===== src/rtl/adder_tree_pkg.sv =====
// Shared constants, state encoding and data types for the adder-tree feeder.
package adder_tree_pkg;

    localparam int ADDER_WIDTH = 6;
    localparam int LEVELS      = 3;
    localparam int N           = 1 << LEVELS;
    localparam int SUM_WIDTH   = ADDER_WIDTH + LEVELS;

    typedef enum logic [1:0] {
        COLLECT = 2'd0,
        WAIT    = 2'd1,
        HOLD    = 2'd2
    } state_e;

    typedef logic [ADDER_WIDTH-1:0] operand_t;
    typedef logic [SUM_WIDTH-1:0]   sum_t;

endpackage


===== src/rtl/adder_tree_sum_check.sv =====
// Local serial running sum of a frame, compared against the tree result.
// Keeps a sticky mismatch flag and a saturating count of bad frames.
module adder_tree_sum_check #(
    parameter int ADDER_WIDTH   = 6,
    parameter int LEVELS        = 3,
    parameter int ERR_CNT_WIDTH = 8
) (
    input  logic                           clk,
    input  logic                           rst_n,
    input  logic                           clear_i,
    input  logic                           add_en_i,
    input  logic [ADDER_WIDTH-1:0]         add_data_i,
    input  logic                           check_i,
    input  logic [ADDER_WIDTH+LEVELS-1:0]  tree_sum_i,
    output logic [ADDER_WIDTH+LEVELS-1:0]  acc_o,
    output logic                           mismatch_o,
    output logic [ERR_CNT_WIDTH-1:0]       err_count_o
);

    localparam int SUM_W = ADDER_WIDTH + LEVELS;

    logic [SUM_W-1:0]         acc_q, acc_d;
    logic                     mismatch_q, mismatch_d;
    logic [ERR_CNT_WIDTH-1:0] err_count_q, err_count_d;

    // Increment that sticks at all-ones instead of wrapping.
    function automatic logic [ERR_CNT_WIDTH-1:0] sat_inc(input logic [ERR_CNT_WIDTH-1:0] v);
        if (&v) begin
            sat_inc = v;
        end else begin
            sat_inc = v + ERR_CNT_WIDTH'(1);
        end
    endfunction

    // Next-state for the accumulator and the error bookkeeping.
    always_comb begin
        acc_d       = acc_q;
        mismatch_d  = mismatch_q;
        err_count_d = err_count_q;
        if (clear_i) begin
            acc_d = '0;
        end else if (add_en_i) begin
            acc_d = acc_q + SUM_W'(add_data_i);
        end else begin
            acc_d = acc_q;
        end
        if (check_i && (tree_sum_i != acc_q)) begin
            mismatch_d  = 1'b1;
            err_count_d = sat_inc(err_count_q);
        end else begin
            mismatch_d  = mismatch_q;
            err_count_d = err_count_q;
        end
    end

    // Accumulator and error state registers.
    always_ff @(posedge clk or negedge rst_n) begin
        if (!rst_n) begin
            acc_q       <= '0;
            mismatch_q  <= 1'b0;
            err_count_q <= '0;
        end else begin
            acc_q       <= acc_d;
            mismatch_q  <= mismatch_d;
            err_count_q <= err_count_d;
        end
    end

    assign acc_o       = acc_q;
    assign mismatch_o  = mismatch_q;
    assign err_count_o = err_count_q;

endmodule


===== src/rtl/adder_tree_feeder.sv =====
// Collects a frame of 2**LEVELS operands from a stream, drives them in
// parallel to the adder tree, waits out its latency and returns the sum on
// a valid/ready port while cross-checking it against a serial running sum.
module adder_tree_feeder
    import adder_tree_pkg::*;
#(
    parameter int ADDER_WIDTH   = 6,
    parameter int LEVELS        = 3,
    parameter int TREE_LATENCY  = 2,
    parameter int ERR_CNT_WIDTH = 8
) (
    input  logic                                  clk,
    input  logic                                  rst_n,
    input  logic                                  s_valid,
    output logic                                  s_ready,
    input  logic [ADDER_WIDTH-1:0]                s_data,
    output logic [(2**LEVELS)*ADDER_WIDTH-1:0]    op_bus,
    input  logic [ADDER_WIDTH+LEVELS-1:0]         tree_sum,
    output logic                                  m_valid,
    input  logic                                  m_ready,
    output logic [ADDER_WIDTH+LEVELS-1:0]         m_data,
    output logic                                  mismatch,
    output logic [ERR_CNT_WIDTH-1:0]              err_count,
    output logic                                  frame_done
);

    localparam int N_OPS = 2 ** LEVELS;
    localparam int SUM_W = ADDER_WIDTH + LEVELS;
    localparam int CNT_W = $clog2(TREE_LATENCY + 2);
    localparam int BUS_W = N_OPS * ADDER_WIDTH;

    state_e               state_q, state_d;
    logic [LEVELS-1:0]    idx_q, idx_d;
    logic [CNT_W-1:0]     cnt_q, cnt_d;
    logic [BUS_W-1:0]     op_bus_q, op_bus_d;
    logic [SUM_W-1:0]     m_data_q, m_data_d;
    logic                 m_valid_q, m_valid_d;
    logic                 frame_done_q, frame_done_d;

    logic                 s_ready_s;
    logic                 accept_s;
    logic                 last_s;
    logic                 cnt_done_s;
    logic                 handshake_s;
    logic                 add_en_s;
    logic                 check_s;
    logic                 clear_s;
    logic [SUM_W-1:0]     acc_s;

    assign accept_s    = s_valid && s_ready_s;
    assign last_s      = accept_s && (idx_q == LEVELS'(N_OPS - 1));
    assign cnt_done_s  = (state_q == WAIT) && (cnt_q == CNT_W'(TREE_LATENCY));
    assign handshake_s = m_valid_q && m_ready;

    // FSM state register.
    always_ff @(posedge clk or negedge rst_n) begin
        if (!rst_n) begin
            state_q <= COLLECT;
        end else begin
            state_q <= state_d;
        end
    end

    // FSM next-state: fill a frame, wait for the tree, hold until consumed.
    always_comb begin
        state_d = state_q;
        case (state_q)
            COLLECT: begin
                if (last_s) begin
                    state_d = WAIT;
                end else begin
                    state_d = COLLECT;
                end
            end
            WAIT: begin
                if (cnt_done_s) begin
                    state_d = HOLD;
                end else begin
                    state_d = WAIT;
                end
            end
            HOLD: begin
                if (handshake_s) begin
                    state_d = COLLECT;
                end else begin
                    state_d = HOLD;
                end
            end
            default: begin
                state_d = COLLECT;
            end
        endcase
    end

    // FSM outputs: stream ready and the strobes for the sum checker.
    always_comb begin
        s_ready_s = 1'b0;
        add_en_s  = 1'b0;
        check_s   = 1'b0;
        clear_s   = 1'b0;
        case (state_q)
            COLLECT: begin
                s_ready_s = 1'b1;
                add_en_s  = s_valid;
            end
            WAIT: begin
                check_s = cnt_done_s;
            end
            HOLD: begin
                clear_s = handshake_s;
            end
            default: begin
                s_ready_s = 1'b0;
            end
        endcase
    end

    // Datapath next-state: operand slots, index, latency counter, result.
    always_comb begin
        op_bus_d     = op_bus_q;
        idx_d        = idx_q;
        cnt_d        = cnt_q;
        m_data_d     = m_data_q;
        m_valid_d    = m_valid_q;
        frame_done_d = handshake_s;
        if (accept_s) begin
            op_bus_d[idx_q*ADDER_WIDTH +: ADDER_WIDTH] = s_data;
            if (last_s) begin
                idx_d = '0;
                cnt_d = '0;
            end else begin
                idx_d = idx_q + LEVELS'(1);
            end
        end else begin
            idx_d = idx_q;
        end
        if (state_q == WAIT) begin
            if (cnt_done_s) begin
                cnt_d     = '0;
                m_data_d  = tree_sum;
                m_valid_d = 1'b1;
            end else begin
                cnt_d = cnt_q + CNT_W'(1);
            end
        end else if (handshake_s) begin
            m_valid_d = 1'b0;
        end else begin
            m_valid_d = m_valid_q;
        end
    end

    // Datapath registers.
    always_ff @(posedge clk or negedge rst_n) begin
        if (!rst_n) begin
            op_bus_q     <= '0;
            idx_q        <= '0;
            cnt_q        <= '0;
            m_data_q     <= '0;
            m_valid_q    <= 1'b0;
            frame_done_q <= 1'b0;
        end else begin
            op_bus_q     <= op_bus_d;
            idx_q        <= idx_d;
            cnt_q        <= cnt_d;
            m_data_q     <= m_data_d;
            m_valid_q    <= m_valid_d;
            frame_done_q <= frame_done_d;
        end
    end

    adder_tree_sum_check #(
        .ADDER_WIDTH   (ADDER_WIDTH),
        .LEVELS        (LEVELS),
        .ERR_CNT_WIDTH (ERR_CNT_WIDTH)
    ) u_sum_check (
        .clk         (clk),
        .rst_n       (rst_n),
        .clear_i     (clear_s),
        .add_en_i    (add_en_s),
        .add_data_i  (s_data),
        .check_i     (check_s),
        .tree_sum_i  (tree_sum),
        .acc_o       (acc_s),
        .mismatch_o  (mismatch),
        .err_count_o (err_count)
    );

    assign s_ready    = s_ready_s;
    assign op_bus     = op_bus_q;
    assign m_data     = m_data_q;
    assign m_valid    = m_valid_q;
    assign frame_done = frame_done_q;

endmodule


===== config.mk =====
export PLATFORM = sky130hd
export DESIGN_NAME = adder_tree_feeder
export DESIGN_NICKNAME = d
export VERILOG_FILES = /design/src/rtl/adder_tree_pkg.sv /design/src/rtl/adder_tree_sum_check.sv /design/src/rtl/adder_tree_feeder.sv
export SDC_FILE = /design/constraint.sdc
export NUM_CORES = 1
export LEC_CHECK = 0
export ABC_AREA = 1
export BUFFER_PORTS_ARGS = -buffer_cell sky130_fd_sc_hd__buf_2
export CAP_MARGIN = 25
export CELL_PAD_IN_SITES_DETAIL_PLACEMENT = 1
export CELL_PAD_IN_SITES_GLOBAL_PLACEMENT = 2
export CORE_ASPECT_RATIO = 0.6
export CORE_MARGIN = 3
export CORE_UTILIZATION = 36
export CTS_BUF_LIST = sky130_fd_sc_hd__clkbuf_8
export CTS_CLUSTER_DIAMETER = 100
export DETAILED_ROUTE_END_ITERATION = 12
export HOLD_SLACK_MARGIN = 0.03
export PLACE_DENSITY_LB_ADDON = 0.3
export SYNTH_ARGS = -nofsm -noshare
export SYNTH_HDL_FRONTEND = slang
export SYNTH_SLANG_ARGS = --single-unit

===== constraint.sdc =====
create_clock -name clk -period 8.5 [get_ports clk]
set_input_delay 1.275 -clock clk [delete_from_list [all_inputs] [get_ports clk]]
set_output_delay 1.275 -clock clk [all_outputs]
set_load 0.03 [all_outputs]

After elaboration in Yosys (flattened, before gate mapping)
Index checks and enable logic that the tools add are counted.
{"block": "op_classes", "add_sub_neg": 5, "multipliers": 1, "eq_ne": 6, "n_shift": 2, "muxes": 19, "bitwise": 1, "n_reduce_logical": 15}
{"operator": "$bwmux W48", "n": 1}
{"operator": "$shift A6 B34 Y48 const A", "n": 1}
{"operator": "$shiftx A6 B34 Y48", "n": 1}
{"operator": "$neg A6 Y34", "n": 1}
{"operator": "$mux W9", "n": 2}
{"operator": "$mux W2", "n": 6}
{"operator": "$add A9 B6 Y9", "n": 1}
{"operator": "$ne A9 B9 Y1", "n": 1}
{"operator": "$add A8 B1 Y8 const B", "n": 1}
{"operator": "$mux W1", "n": 8}
{"operator": "$reduce_and A2 Y1", "n": 4}
{"operator": "$reduce_and A8 Y1", "n": 1}
{"operator": "$reduce_bool A2 Y1", "n": 4}
{"operator": "$pmux W2 S3", "n": 1}
{"operator": "$logic_and A1 B1 Y1", "n": 5}
{"operator": "$mul A3 B2 Y5 const B", "n": 1}
{"operator": "$eq A2 B2 Y1 const B", "n": 2}
{"operator": "$add A3 B1 Y3 const B", "n": 1}
{"operator": "$eq A3 B3 Y1 const B", "n": 1}
{"operator": "$mux W3", "n": 1}
{"operator": "$add A2 B1 Y2 const B", "n": 1}
{"operator": "$eq A2 B1 Y1 const B", "n": 1}
{"operator": "$logic_not A2 Y1", "n": 1}
{"operator": "$ne A2 B2 Y1 const B", "n": 1}
{"operator": "$not A1 Y1", "n": 1}
{"block": "totals", "ff_bits": 84, "in_bits": 19, "elab_cells": 59}

Longest topological paths before layout
Gate-level depths: netlist of the first run.
{"block": "depth", "ltp_word": 7, "ltp_mapped": 19, "depth_no_buf": 18}

Hierarchy
Synthesis of the first run repeated with hierarchy kept, for this count alone.
{"block": "hier_totals", "hier_cells": 610, "area_unflattened_um2": 4923.5}
{"module": "adder_tree_feeder", "instances": 1, "cells_each": 449, "area_each_um2": 3696.0}
{"module": "adder_tree_sum_check", "instances": 1, "cells_each": 161, "area_each_um2": 1227.4}

Worst setup path before layout of the first run
Ideal clock, no wire load.
{"block": "synth_timing", "path_kind": "register to register", "start": "register idx_q[1]", "end": "register op_bus_q[34], in the netlist op_bus[34]", "setup_time_ns": 0.117, "t_arrival_ns": 2.642, "t_required_ns": 8.383, "setup_slack_ns": 5.741, "path_stages_with_launch": 16, "synth_period_minus_slack_ns": 2.759, "cell_sequence": "dfrtp_1 ha_1 fa_1 nor2_1 nand2_1 inv_1 ha_1 buf_2 inv_1 nor2_4 nor2_1 nand2_1 a21oi_2 inv_1 nor2_1 nor2_1"}
{"block": "synth_between", "elab_chain_len": 4}
{"item": "start: declaration", "line": "adder_tree_feeder.sv:33", "text": "logic [LEVELS-1:0] idx_q, idx_d;"}
{"item": "start signal: assignment", "line": "adder_tree_feeder.sv:163", "text": "idx_q <= idx_d;"}
{"item": "$mul A3 B2 Y5 (*)", "line": "adder_tree_feeder.sv:127", "text": "op_bus_d[idx_q*ADDER_WIDTH +: ADDER_WIDTH] = s_data;"}
{"item": "$neg A6 Y34 (*)", "line": "adder_tree_feeder.sv:127"}
{"item": "$shiftx A6 B34 Y48 or $shift A6 B34 Y48 (tied branches)", "line": "adder_tree_feeder.sv:127"}
{"item": "$bwmux W48 (*)", "line": "adder_tree_feeder.sv:127"}
{"item": "end signal: assignment", "line": "adder_tree_feeder.sv:162", "text": "op_bus_q <= op_bus_d;"}
{"item": "end: declaration", "line": "adder_tree_feeder.sv:35", "text": "logic [BUS_W-1:0] op_bus_q, op_bus_d;"}
Every way passes the cells marked *; elsewhere a longest branch is shown, timed or not.
A chain may end at the register's enable or synchronous reset.

Worst setup path after layout of the first run
{"block": "layout_timing", "start": "register idx_q[0]", "end": "register op_bus_q[35], in the netlist op_bus[35]"}
The elaborated chain is that of the path after synthesis.

==> summary.log, run 1 <==
[timing] min cycle time layout 3560 ps
[pwr] switching portion of total power 56.9%
[pwr] internal power component 1160 uW
[clocking] number of instances resized during post-cts repair 0
[layout] final design utilization 43.7%
[setup_path] capturing point of the worst reg2reg path op_bus[35]
[setup_path] worst endpoint data arrival time 3830 ps
[setup_path] internal reg-to-reg setup slack 4940 ps
[yosys] synthesized net count 655
[yosys] Netlist Area Pre-Place 4900 um^2
[setup_path] Largest delay share family, worst path adder cells
[placed_design] Final HPWL DP 12,100 um
[yosys] Async S/R FF share, synth 100%
[setup_path] Levels on crit path 14
[clocking] root cell of the clock tree clkbuf_8
[setup_path] crit path launch type flip-flop
[setup_path] critical path, cell by cell ha_1 -> fa_1 -> nor2_1 -> nand2_1 -> inv_1 -> ha_1 -> inv_1 -> nor2_4 -> nor2_1 -> nand2_1 -> a21oi_2 -> inv_1 -> nor2_1 -> nor2_1
[floorplanning] standard cell core area 13,100 um^2
[timing] count of final hold-check violations 0
[detailed_routing] vias post-DR 4,537
[detailed_routing] detailed-route DRC error count 0
[floorplanning] Chip Height 96.3 um
[placed_design] weighted congestion reported at the end of routability-driven placement 0.885
[setup_path] startpoint-to-endpoint class of the critical path flip-flop to flip-flop
[placed_design] number of instances in the placed design 866
[global_routing] pin count of the biggest net entering global routing 47
[clocking] H-tree lvl count 3
[timing] TNS Setup 0 ps
[layout] layout cell share with drive strength beyond 1 21.5%
[timing] final-report setup violation count 0
[detailed_routing] detailed-router iteration count before antenna repair 5
[setup_path] required time of the critical path 8770 ps
[yosys] top cell type's share of synthesized area 42.9%
[clocking] total clock sinks 84
[yosys] top cells by area in the synthesized netlist dfrtp_1, nand2_1, o21ai_0
[global_routing] aggregate global-route resource usage 21.0%
[timing] Slew Viols, Final 0
[global_routing] antenna violations before repair 0
[clocking] post-CTS setup-driven buffer insertion count 0
[yosys] count of warnings emitted by yosys 0
[timing] tightest slew margin relative to the limit 39.9%
[detailed_routing] Wirelength per Cell 17.6 um
[detailed_routing] via/cell ratio 5.14
[global_routing] vias in the first global route 4,662
[placed_design] # port buffers 87
[setup_path] end point of the critical path op_bus[35]
[pwr] sequential share of power 25.0%
[floorplanning] floorplan row count 32
[clocking] clock tree from TritonCTS yes
[setup_path] cell with the biggest individual delay on the critical path dfrtp_1
[detailed_routing] number of nets still failing antenna checks after routing 0
[yosys] synthesis-stage register bit count 84
[layout] antenna cell count 0
[global_routing] global-route wire length before repair 24,800 um
[setup_path] crit-path max FO 11
[clocking] clock latency reported for the late side of the worst-skew pair 370 ps
[yosys] Primary FF master, synth dfrtp_1
[hold_path] min-delay worst type flip-flop to flip-flop
[layout] fill cell count 1,640
[floorplanning] overall die area 15,100 um^2
[pwr] share of total power in the clock network 12.3%
[setup_path] Reg2Reg Depth 14
[timing] setup skew after layout 9.10 ps
[pwr] combinational share of power 62.7%
[yosys] post-synthesis cell count 620
[clocking] clock-pin slew on the worst setup and hold paths 90 ps
[floorplanning] Initial Utilization 37.5%
[outcome] run status complete, no violations
[timing] share of the clock period used by the worst path 41.9%
[pwr] cell area power density 471 nW/um^2
[setup_path] type of element capturing the critical path flip-flop
[floorplanning] count of pins on the block boundary 88
[global_routing] total congestion overflow 0
[pwr] Switching Power 1530 uW
[setup_path] Critical Path Start idx_q[0]
[setup_path] worst reg2reg startpoint idx_q[0]
[timing] setup repair after global routing missed its margin no
[yosys] cell taking the most area after synthesis dfrtp_1
[clocking] clock buffers created by TritonCTS 9
[clocking] Post-CTS Hold Fix Bufs 0
[setup_path] peak per-stage delay on the critical path 540 ps
[detailed_routing] routed wire length 15,500 um
[yosys] Seq/Total Area, Yosys 42.9%
[pwr] IR drop worst, VDD 187 uV
[timing] pin slew with the least headroom to its limit 899 ps
[floorplanning] Chip Width 157 um
[run] max capacitance violation total 0
[pwr] static power due to leakage 0.00296 uW
[yosys] post-synthesis average cell area 7.90 um^2
[layout] Synth-to-Final Area Change 16.6%
[layout] final non-filler cell total 882
[setup_path] count of buffer and inverter cells on the critical path 3
[layout] final standard cell area without fillers 5710 um^2
[clocking] clk buf depth 2
[detailed_routing] number of DRC markers in iteration 0 204
[yosys] distinct cell type count of the synthesized netlist 44
[setup_path] dominant cell type by count on the critical path nor2_1
[timing] FMAX 281 MHz
[placed_design] Placement Cell Area 5480 um^2
[yosys] number of synthesized flops with an enable pin 0
[layout] number of nets in the final layout 742
-- metrics by stage --
step	hold slack (ps)	power [uW]	setup slack, ps
after floorplan	467	1880	5740
after global placement	436	2310	5140
after detailed placement	440	2360	4970
after CTS	468	2700	4920
after global routing	502	2910	4680
final	464	2690	4940
-- metal layers --
metal | routed length (um) | track usage (%)
met4 | 131 | 4.88
met2 | 6490 | 30.6
met5 | 0 | 0
met3 | 679 | 4.04
met1 | 8180 | 32.0
-- synthesized netlist by cell type, types with 4 or more instances --
cell type,n
xor2_1,12
nand3_1,35
buf_2,5
ha_1,14
dfrtp_1,84
nor3_1,7
inv_2,9
nor2_4,6
a21oi_1,18
inv_1,50
nand2_1,182
o21ai_1,18
nand4_1,15
o21ai_0,40
clkbuf_1,4
o22ai_1,12
a31oi_1,4
nand2_2,8
nand2_4,7
nor2_1,49
-- final cells by class --
class                           count  area, um^2  area share (%)
Multi-Input combinational cell    461        2480            43.4
Clock inverter                      7         100            1.75
Clock buffer                        9         124            2.17
Inverter                           63         244            4.27
Timing Repair Buffer               88         445            7.80
Tap cell                          170         213            3.73
Sequential cell                    84        2100            36.8
-- state kept, by name, indices dropped and copies added (netlist names) --
name and count:
cnt_q 2, frame_done 1, idx_q 3, m_data 9
m_valid 1, op_bus 48, state_q 2, u_sum_check.acc_o 9
u_sum_check.err_count_o 8, u_sum_check.mismatch_o 1
-- cell usage in the layout, fill, tap and decap left out, types with 2 or more instances in the layout --
master and instances:
inv_2 9, nor2_2 2, clkbuf_8 9, buf_2 86
nor2_1 49, nand2_2 8, o21ai_0 40, a21oi_2 3
and2_1 2, a21oi_1 18, buf_4 2, a31oi_1 4
o22ai_1 12, nor2_4 6, dfrtp_1 84, bufinv_16 2
inv_1 51, xor2_1 12, nor4_1 3, ha_1 14
o21a_1 2, nand2_1 182, o21ai_1 18, o31ai_1 2
inv_4 3, nand4_1 15, nand2_4 7, nand3_4 3
nor3_1 7, nand4_2 2, nand3_1 35, nand3_2 3
fa_1 2
-- power by group through the flow --
stage / Clock, uW / Sequential [uW] / Combinational [uW]
5_1_grt: 357 / 695 / 1860
3_5_place_dp: 0 / 681 / 1680
3_3_place_gp: 0 / 671 / 1640
6_report: 332 / 672 / 1690
4_1_cts: 343 / 674 / 1690
2_1_floorplan: 0 / 884 / 996
-- cell families after synthesis --
family | after synthesis | share of synthesized area, %
adder cells (fa/ha/maj) | 16 | 4.40
XOR/XNOR | 13 | 2.33
buffers and inverters | 75 | 6.41
AO/OA/AOI/OAI | 105 | 12.0
flip-flops | 84 | 42.9
AND/OR/NAND/NOR | 327 | 31.9
-- how the worst min path moves through the flow --
| stage | from | endpoint | slack, ps | cells after the start |
|---|---|---|---|---|
| floorplan | cnt_q[0] | cnt_q[0] | 470 | 1 |
| global placement | u_sum_check.mismatch_o | u_sum_check.mismatch_o | 440 | 1 |
| detailed placement | u_sum_check.mismatch_o | u_sum_check.mismatch_o | 440 | 1 |
| CTS | u_sum_check.mismatch_o | u_sum_check.mismatch_o | 470 | 1 |
| global route | u_sum_check.mismatch_o | u_sum_check.mismatch_o | 500 | 1 |
| finish | u_sum_check.mismatch_o | u_sum_check.mismatch_o | 460 | 1 |
No activity file was read; power rests on OpenSTA's default activity.
==> inputs of run 2 (changes only) <==
- CORE_UTILIZATION: 36 -> 34
- clock period: 8.5 -> 3.6 ns (I/O delays scaled with it)
==> run 2 against run 1 <==
Against the previous run: via count up 2.2%; total power is 140% higher; register-to-register slack got worse by 4600 ps; sequential cell count stayed put; worst hold slack got worse by 230 ps; routed wire length is 2.3% higher; clock power rose by 120%; largest cell class unchanged; highest routed layer unchanged.
==> summary.log, run 2 (synthesis results as in run 1) <==
[outcome] run status complete, no violations
[timing] setup skew after layout 14.9 ps
[detailed_routing] routed wire length 15,800 um
[timing] Slew Viols, Final 0
[clocking] clock buffers created by TritonCTS 9
[clocking] number of instances resized during post-cts repair 0
[pwr] internal power component 2710 uW
[setup_path] startpoint-to-endpoint class of the critical path flip-flop to flip-flop
[pwr] static power due to leakage 0.00297 uW
[floorplanning] floorplan row count 33
[floorplanning] Chip Height 99.0 um
[setup_path] Levels on crit path 13
[clocking] clk buf depth 2
[global_routing] total congestion overflow 0
[pwr] total power 6350 uW
[layout] layout cell share with drive strength beyond 1 22.2%
[setup_path] required time of the critical path 3860 ps
[run] max capacitance violation total 0
[placed_design] Final HPWL DP 12,400 um
[layout] Sequential cell area 2100 um^2
[placed_design] number of instances in the placed design 893
[layout] max FFs per register 48
[pwr] combinational share of power 63.6%
[setup_path] cell with the biggest individual delay on the critical path dfrtp_1
[timing] share of the clock period used by the worst path 90.9%
[detailed_routing] number of DRC markers in iteration 0 223
[timing] TNS Setup 0 ps
[setup_path] critical path, cell by cell ha_1 -> fa_1 -> nor2_1 -> nand2_1 -> inv_1 -> ha_2 -> inv_1 -> nor2_4 -> nor2_1 -> a21boi_2 -> nand2_1 -> nand2_1 -> nand2_1
[layout] Synth-to-Final Area Change 17.4%
[timing] FMAX 306 MHz
[setup_path] count of buffer and inverter cells on the critical path 2
[timing] count of final hold-check violations 0
[setup_path] worst endpoint data arrival time 3530 ps
[pwr] cell area power density 1100 nW/um^2
[hold_path] min-delay worst type input pin to async pin
[timing] tightest slew margin relative to the limit 40.7%
[detailed_routing] detailed-route DRC error count 0
[setup_path] capturing point of the worst reg2reg path op_bus[37]
[placed_design] weighted congestion reported at the end of routability-driven placement 0.899
[clocking] clock tree from TritonCTS yes
[layout] most frequent cells in the layout nand2_1, buf_2, dfrtp_1, inv_1, nor2_1
[detailed_routing] number of nets still failing antenna checks after routing 0
[global_routing] pin count of the biggest net entering global routing 63
[setup_path] type of element capturing the critical path flip-flop
[pwr] share of total power in the clock network 11.3%
[setup_path] Largest delay share family, worst path adder cells
[timing] pin slew with the least headroom to its limit 890 ps
[pwr] switching portion of total power 57.4%
[layout] number of nets in the final layout 747
[pwr] IR drop worst, VDD 331 uV
[setup_path] peak per-stage delay on the critical path 550 ps
[pwr] sequential share of power 25.1%
[floorplanning] count of pins on the block boundary 88
[layout] antenna cell count 0
[placed_design] # port buffers 87
[layout] final non-filler cell total 908
[clocking] clock-pin slew on the worst setup and hold paths 100 ps
[timing] min cycle time layout 3270 ps
[clocking] post-CTS setup-driven buffer insertion count 0
[layout] fill cell count 1,757
[layout] final standard cell area without fillers 5750 um^2
[global_routing] antenna violations before repair 0
[layout] area of the multi-input gates 2480 um^2
[floorplanning] Initial Utilization 35.3%
[detailed_routing] via/cell ratio 5.10
[floorplanning] Chip Width 161 um
[setup_path] internal reg-to-reg setup slack 330 ps
[setup_path] Reg2Reg Depth 13
[setup_path] crit path launch type flip-flop
[placed_design] Placement Cell Area 5550 um^2
[floorplanning] standard cell core area 13,900 um^2
[clocking] Post-CTS Hold Fix Bufs 0
[layout] most common library cell in the layout ignoring fill and taps nand2_1
[setup_path] dominant cell type by count on the critical path nand2_1
[pwr] Switching Power 3650 uW
[timing] setup repair after global routing missed its margin no
[detailed_routing] Wirelength per Cell 17.4 um
[detailed_routing] vias post-DR 4,635
[global_routing] aggregate global-route resource usage 20.5%
[clocking] H-tree lvl count 3
[clocking] total clock sinks 84
[timing] Min Hold Slack 230 ps
[clocking] root cell of the clock tree clkbuf_8
[global_routing] global-route wire length before repair 26,100 um
[global_routing] vias in the first global route 4,720
[floorplanning] overall die area 15,900 um^2
[detailed_routing] detailed-router iteration count before antenna repair 5
[timing] final-report setup violation count 0
[clocking] clock latency reported for the late side of the worst-skew pair 370 ps
[setup_path] crit-path max FO 11
[setup_path] worst reg2reg startpoint idx_q[0]
==> run 2: worst register-to-register path, stage by stage (launching register included) <==
cell and delay, ps:
dfrtp_1 550, ha_1 340, fa_1 470, nor2_1 260, nand2_1 110, inv_1 70, ha_2 350, inv_1 330
nor2_4 90, nor2_1 130, a21boi_2 250, nand2_1 110, nand2_1 70, nand2_1 50
==> run 2: worst max-delay path by stage <==
stage / start / end / slack, ps
floorplan: idx_q[1] / op_bus[34] / 840
global placement: idx_q[0] / op_bus[36] / 450
detailed placement: idx_q[0] / op_bus[46] / 330
CTS: idx_q[0] / op_bus[20] / 280
global route: idx_q[0] / op_bus[37] / 90
finish: idx_q[0] / op_bus[37] / 330
==> run 2: layout make-up <==
class,count,share of cell area [%]
Timing Repair Buffer,93,8.40
Clock inverter,6,1.28
Clock buffer,9,2.15
Multi-Input combinational cell,461,43.2
Sequential cell,84,36.6
Tap cell,192,4.18
Inverter,63,4.24
==> run 2: power by group through the flow <==
| stage | registers [uW] | logic, uW | clock network [uW] |
|---|---|---|---|
| floorplan | 2090 | 2350 | 0 |
| global placement | 1590 | 3900 | 0 |
| detailed placement | 1610 | 4010 | 0 |
| CTS | 1600 | 4030 | 747 |
| global route | 1660 | 4430 | 780 |
| finish | 1600 | 4040 | 717 |
==> run 2: per-layer routing <==
layer / track usage, % / vias to the layer above / part of all wire (%)
li1: - / 2228 / -
met1: 32.1 / 2268 / 52
met2: 29.1 / 127 / 42
met3: 4.03 / 12 / 5.7
met4: 4.30 / 0 / 0.77
met5: 0 / - / 0
==> run 2: through the flow <==
step | setup WS (ps) | utilization (%)
after global routing | 85.3 | 41.4
final | 328 | 41.4
after global placement | 451 | 40.0
after detailed placement | 328 | 40.0
after CTS | 280 | 41.4
after floorplan | 841 | -
==> inputs of run 3 (changes only) <==
- SYNTH_HIERARCHICAL: not set -> 1
==> run 3 against run 2 <==
Against the previous run: first-iteration DRC count rose by 30%; maximum frequency fell by 0.15%; routed wire length fell by 6.7%; sequential cell count did not move; global-route usage fell by 1.6 points; setup slack got worse by 4.8 ps; count of clock-buffer cells in the layout rose by 2; die area rose by 0.53%; critical path depth did not move; synthesized area rose by 0.56%; register-to-register slack barely moved; via count fell by 3.2%; critical path type unchanged; highest routed layer unchanged.
==> summary.log, run 3 <==
[yosys] most common cell in the netlist nand2_1
[layout] final design utilization 41.7%
[yosys] xor/xnor share of the synthesized area 2.52%
[setup_path] capturing point of the worst reg2reg path op_bus[3]
[global_routing] vias in the first global route 4,570
[timing] count of final hold-check violations 0
[timing] min cycle time layout 3280 ps
[yosys] number of synthesized flops with an enable pin 0
[timing] FMAX 305 MHz
[floorplanning] Initial Utilization 35.4%
[yosys] simple-gate portion of the synthesized area 35.0%
[floorplanning] floorplan row count 33
[global_routing] pin count of the biggest net entering global routing 74
[yosys] synthesis-stage register bit count 84
[placed_design] Final HPWL DP 11,800 um
[timing] pin slew with the least headroom to its limit 753 ps
[detailed_routing] detailed-route DRC error count 0
[setup_path] type of element capturing the critical path flip-flop
[run] max capacitance violation total 0
[layout] layout cell share with drive strength beyond 1 23.4%
[detailed_routing] vias post-DR 4,486
[yosys] synthesized net count 645
[clocking] root cell of the clock tree clkbuf_8
[setup_path] internal reg-to-reg setup slack 320 ps
[global_routing] antenna violations before repair 0
[yosys] Netlist Area Pre-Place 4920 um^2
[yosys] distinct cell type count of the synthesized netlist 43
[floorplanning] standard cell core area 13,900 um^2
[floorplanning] count of pins on the block boundary 88
[yosys] Async S/R FF share, synth 100%
[timing] worst path setup slack after routing 323 ps
[layout] number of nets in the final layout 738
[timing] setup skew after layout 9.90 ps
[detailed_routing] number of DRC markers in iteration 0 289
[detailed_routing] via/cell ratio 4.98
[layout] antenna cell count 0
[yosys] area fraction in compound gates after synthesis 9.96%
[yosys] count of warnings emitted by yosys 6
[yosys] top cells by area in the synthesized netlist dfrtp_1, nand2_1, nand3_1
[hold_path] min-delay worst type input pin to flip-flop
[yosys] fraction of the mapped netlist area in adder cells 4.37%
[setup_path] Critical Path Start idx_q[1]
[placed_design] # port buffers 87
[timing] share of the clock period used by the worst path 91.0%
[layout] max FFs per register 48
[setup_path] crit path launch type flip-flop
[clocking] H-tree lvl count 3
[detailed_routing] Wirelength per Cell 16.4 um
[setup_path] worst reg2reg startpoint idx_q[1]
[layout] most frequent cells in the layout nand2_1, buf_2, dfrtp_1, inv_1, nor2_1
[timing] tightest slew margin relative to the limit 49.7%
[yosys] post-synthesis cell count 610
[yosys] mux contribution to synthesized area 0%
[outcome] run status complete, no violations
[clocking] clock-pin slew on the worst setup and hold paths 90 ps
[global_routing] global-route wire length before repair 24,400 um
[setup_path] required time of the critical path 3900 ps
[detailed_routing] number of nets still failing antenna checks after routing 0
[global_routing] total congestion overflow 0
[yosys] synth cell count leaders nand2_1, dfrtp_1, inv_1, nor2_1, nand3_1
[yosys] post-synthesis average cell area 8.07 um^2
[clocking] clk buf depth 2
[placed_design] weighted congestion reported at the end of routability-driven placement 0.873
[timing] Min Hold Slack 352 ps
[detailed_routing] detailed-router iteration count before antenna repair 4
[placed_design] worst-case setup slack after placement 384 ps
[global_routing] aggregate global-route resource usage 18.9%
[yosys] cell taking the most area after synthesis dfrtp_1
[clocking] clock tree from TritonCTS yes
[hold_path] Hold Path Stages 2
[clocking] total clock sinks 84
[yosys] largest family of logic cells by synthesized area simple AND/OR/NAND/NOR gates
[detailed_routing] routed wire length 14,800 um
[timing] setup repair after global routing missed its margin no
[setup_path] crit-path max FO 9
[floorplanning] Chip Height 99.2 um
[clocking] clock latency reported for the late side of the worst-skew pair 360 ps
[clocking] clock buffers created by TritonCTS 9
[floorplanning] overall die area 16,000 um^2
[yosys] Seq/Total Area, Yosys 42.7%
[yosys] Primary FF master, synth dfrtp_1
[clocking] post-CTS setup-driven buffer insertion count 0
[timing] TNS Setup 0 ps
[timing] Slew Viols, Final 0
[hold_path] WHS Endpoint m_valid
[yosys] top cell type's share of synthesized area 42.7%
[setup_path] startpoint-to-endpoint class of the critical path flip-flop to flip-flop
[layout] fill cell count 1,750
[layout] most common library cell in the layout ignoring fill and taps nand2_1
[floorplanning] Chip Width 161 um
[setup_path] worst endpoint data arrival time 3570 ps
[hold_path] worst min-delay path startpoint m_ready
[layout] Synth-to-Final Area Change 17.8%
[setup_path] Reg2Reg Depth 13
[timing] final-report setup violation count 0
[run 3: worst max-delay path by stage]
stage                     cells past startpoint  slack [ps]         end
after CTS                                    12         350  op_bus[44]
final                                        13         320   op_bus[3]
after global routing                         13          30   op_bus[3]
after global placement                       12         530  op_bus[44]
after detailed placement                     12         380  op_bus[41]
after floorplan                              13         790  op_bus[40]
[run 3: worst max-delay path, stage by stage, from the launching register on]
cell and delay (ps):
dfrtp_1 440, ha_1 280, fa_1 410, nand2_1 120, nand2_4 120, inv_1 110, nor2_1 50, ha_1 510
inv_1 300, nor2_8 260, inv_4 80, o21ai_0 310, nor2_1 90, nor2_1 120
[run 3: repair_timing]
item	4_1_cts	5_1_grt
hold buffers	0	1
gates resized for setup	0	0
endpoints found under the hold margin	0	7
[run 3: cell type report]
cell class | instances | area [um^2] | share of cell area [%]
clock buffers | 11 | 151 | 2.61
clock inverters | 5 | 42.5 | 0.734
inverters | 56 | 220 | 3.80
multi-input cells | 461 | 2550 | 44.0
flip-flops and latches | 84 | 2100 | 36.3
well taps | 192 | 240 | 4.14
repair buffers | 91 | 490 | 8.46
[run 3: per-stage QoR]
stage | instance area [um^2] | std cells
6_report | 5800 | 900
5_1_grt | 5800 | 900
4_1_cts | 5760 | 898
3_5_place_dp | 5570 | 882
3_3_place_gp | 5570 | 882
2_1_floorplan | 4920 | 610
[run 3: cells by family (layout without fill, tap and decap cells)]
group / Yosys count / count (layout)
buffers and inverters: 65 / 163
xor gates and xnor gates: 12 / 12
and+or+nand+nor: 345 / 345
AOI/OAI and AO/OA: 88 / 88
adders and majority gates: 16 / 16
DFF: 84 / 84
[run 3: layer usage]
layer / track usage [%] / wire [um] / vias up
li1: - / - / 2185
met1: 28.9 / 7760 / 2205
met2: 27.4 / 6130 / 88
met3: 4.58 / 803 / 8
met4: 3.17 / 80 / 0
met5: 0 / 0 / -
Power of run 3 is left out: the tool's default activity adds up to more than one toggle a clock period on the data nets, which glitch-free logic cannot reach.
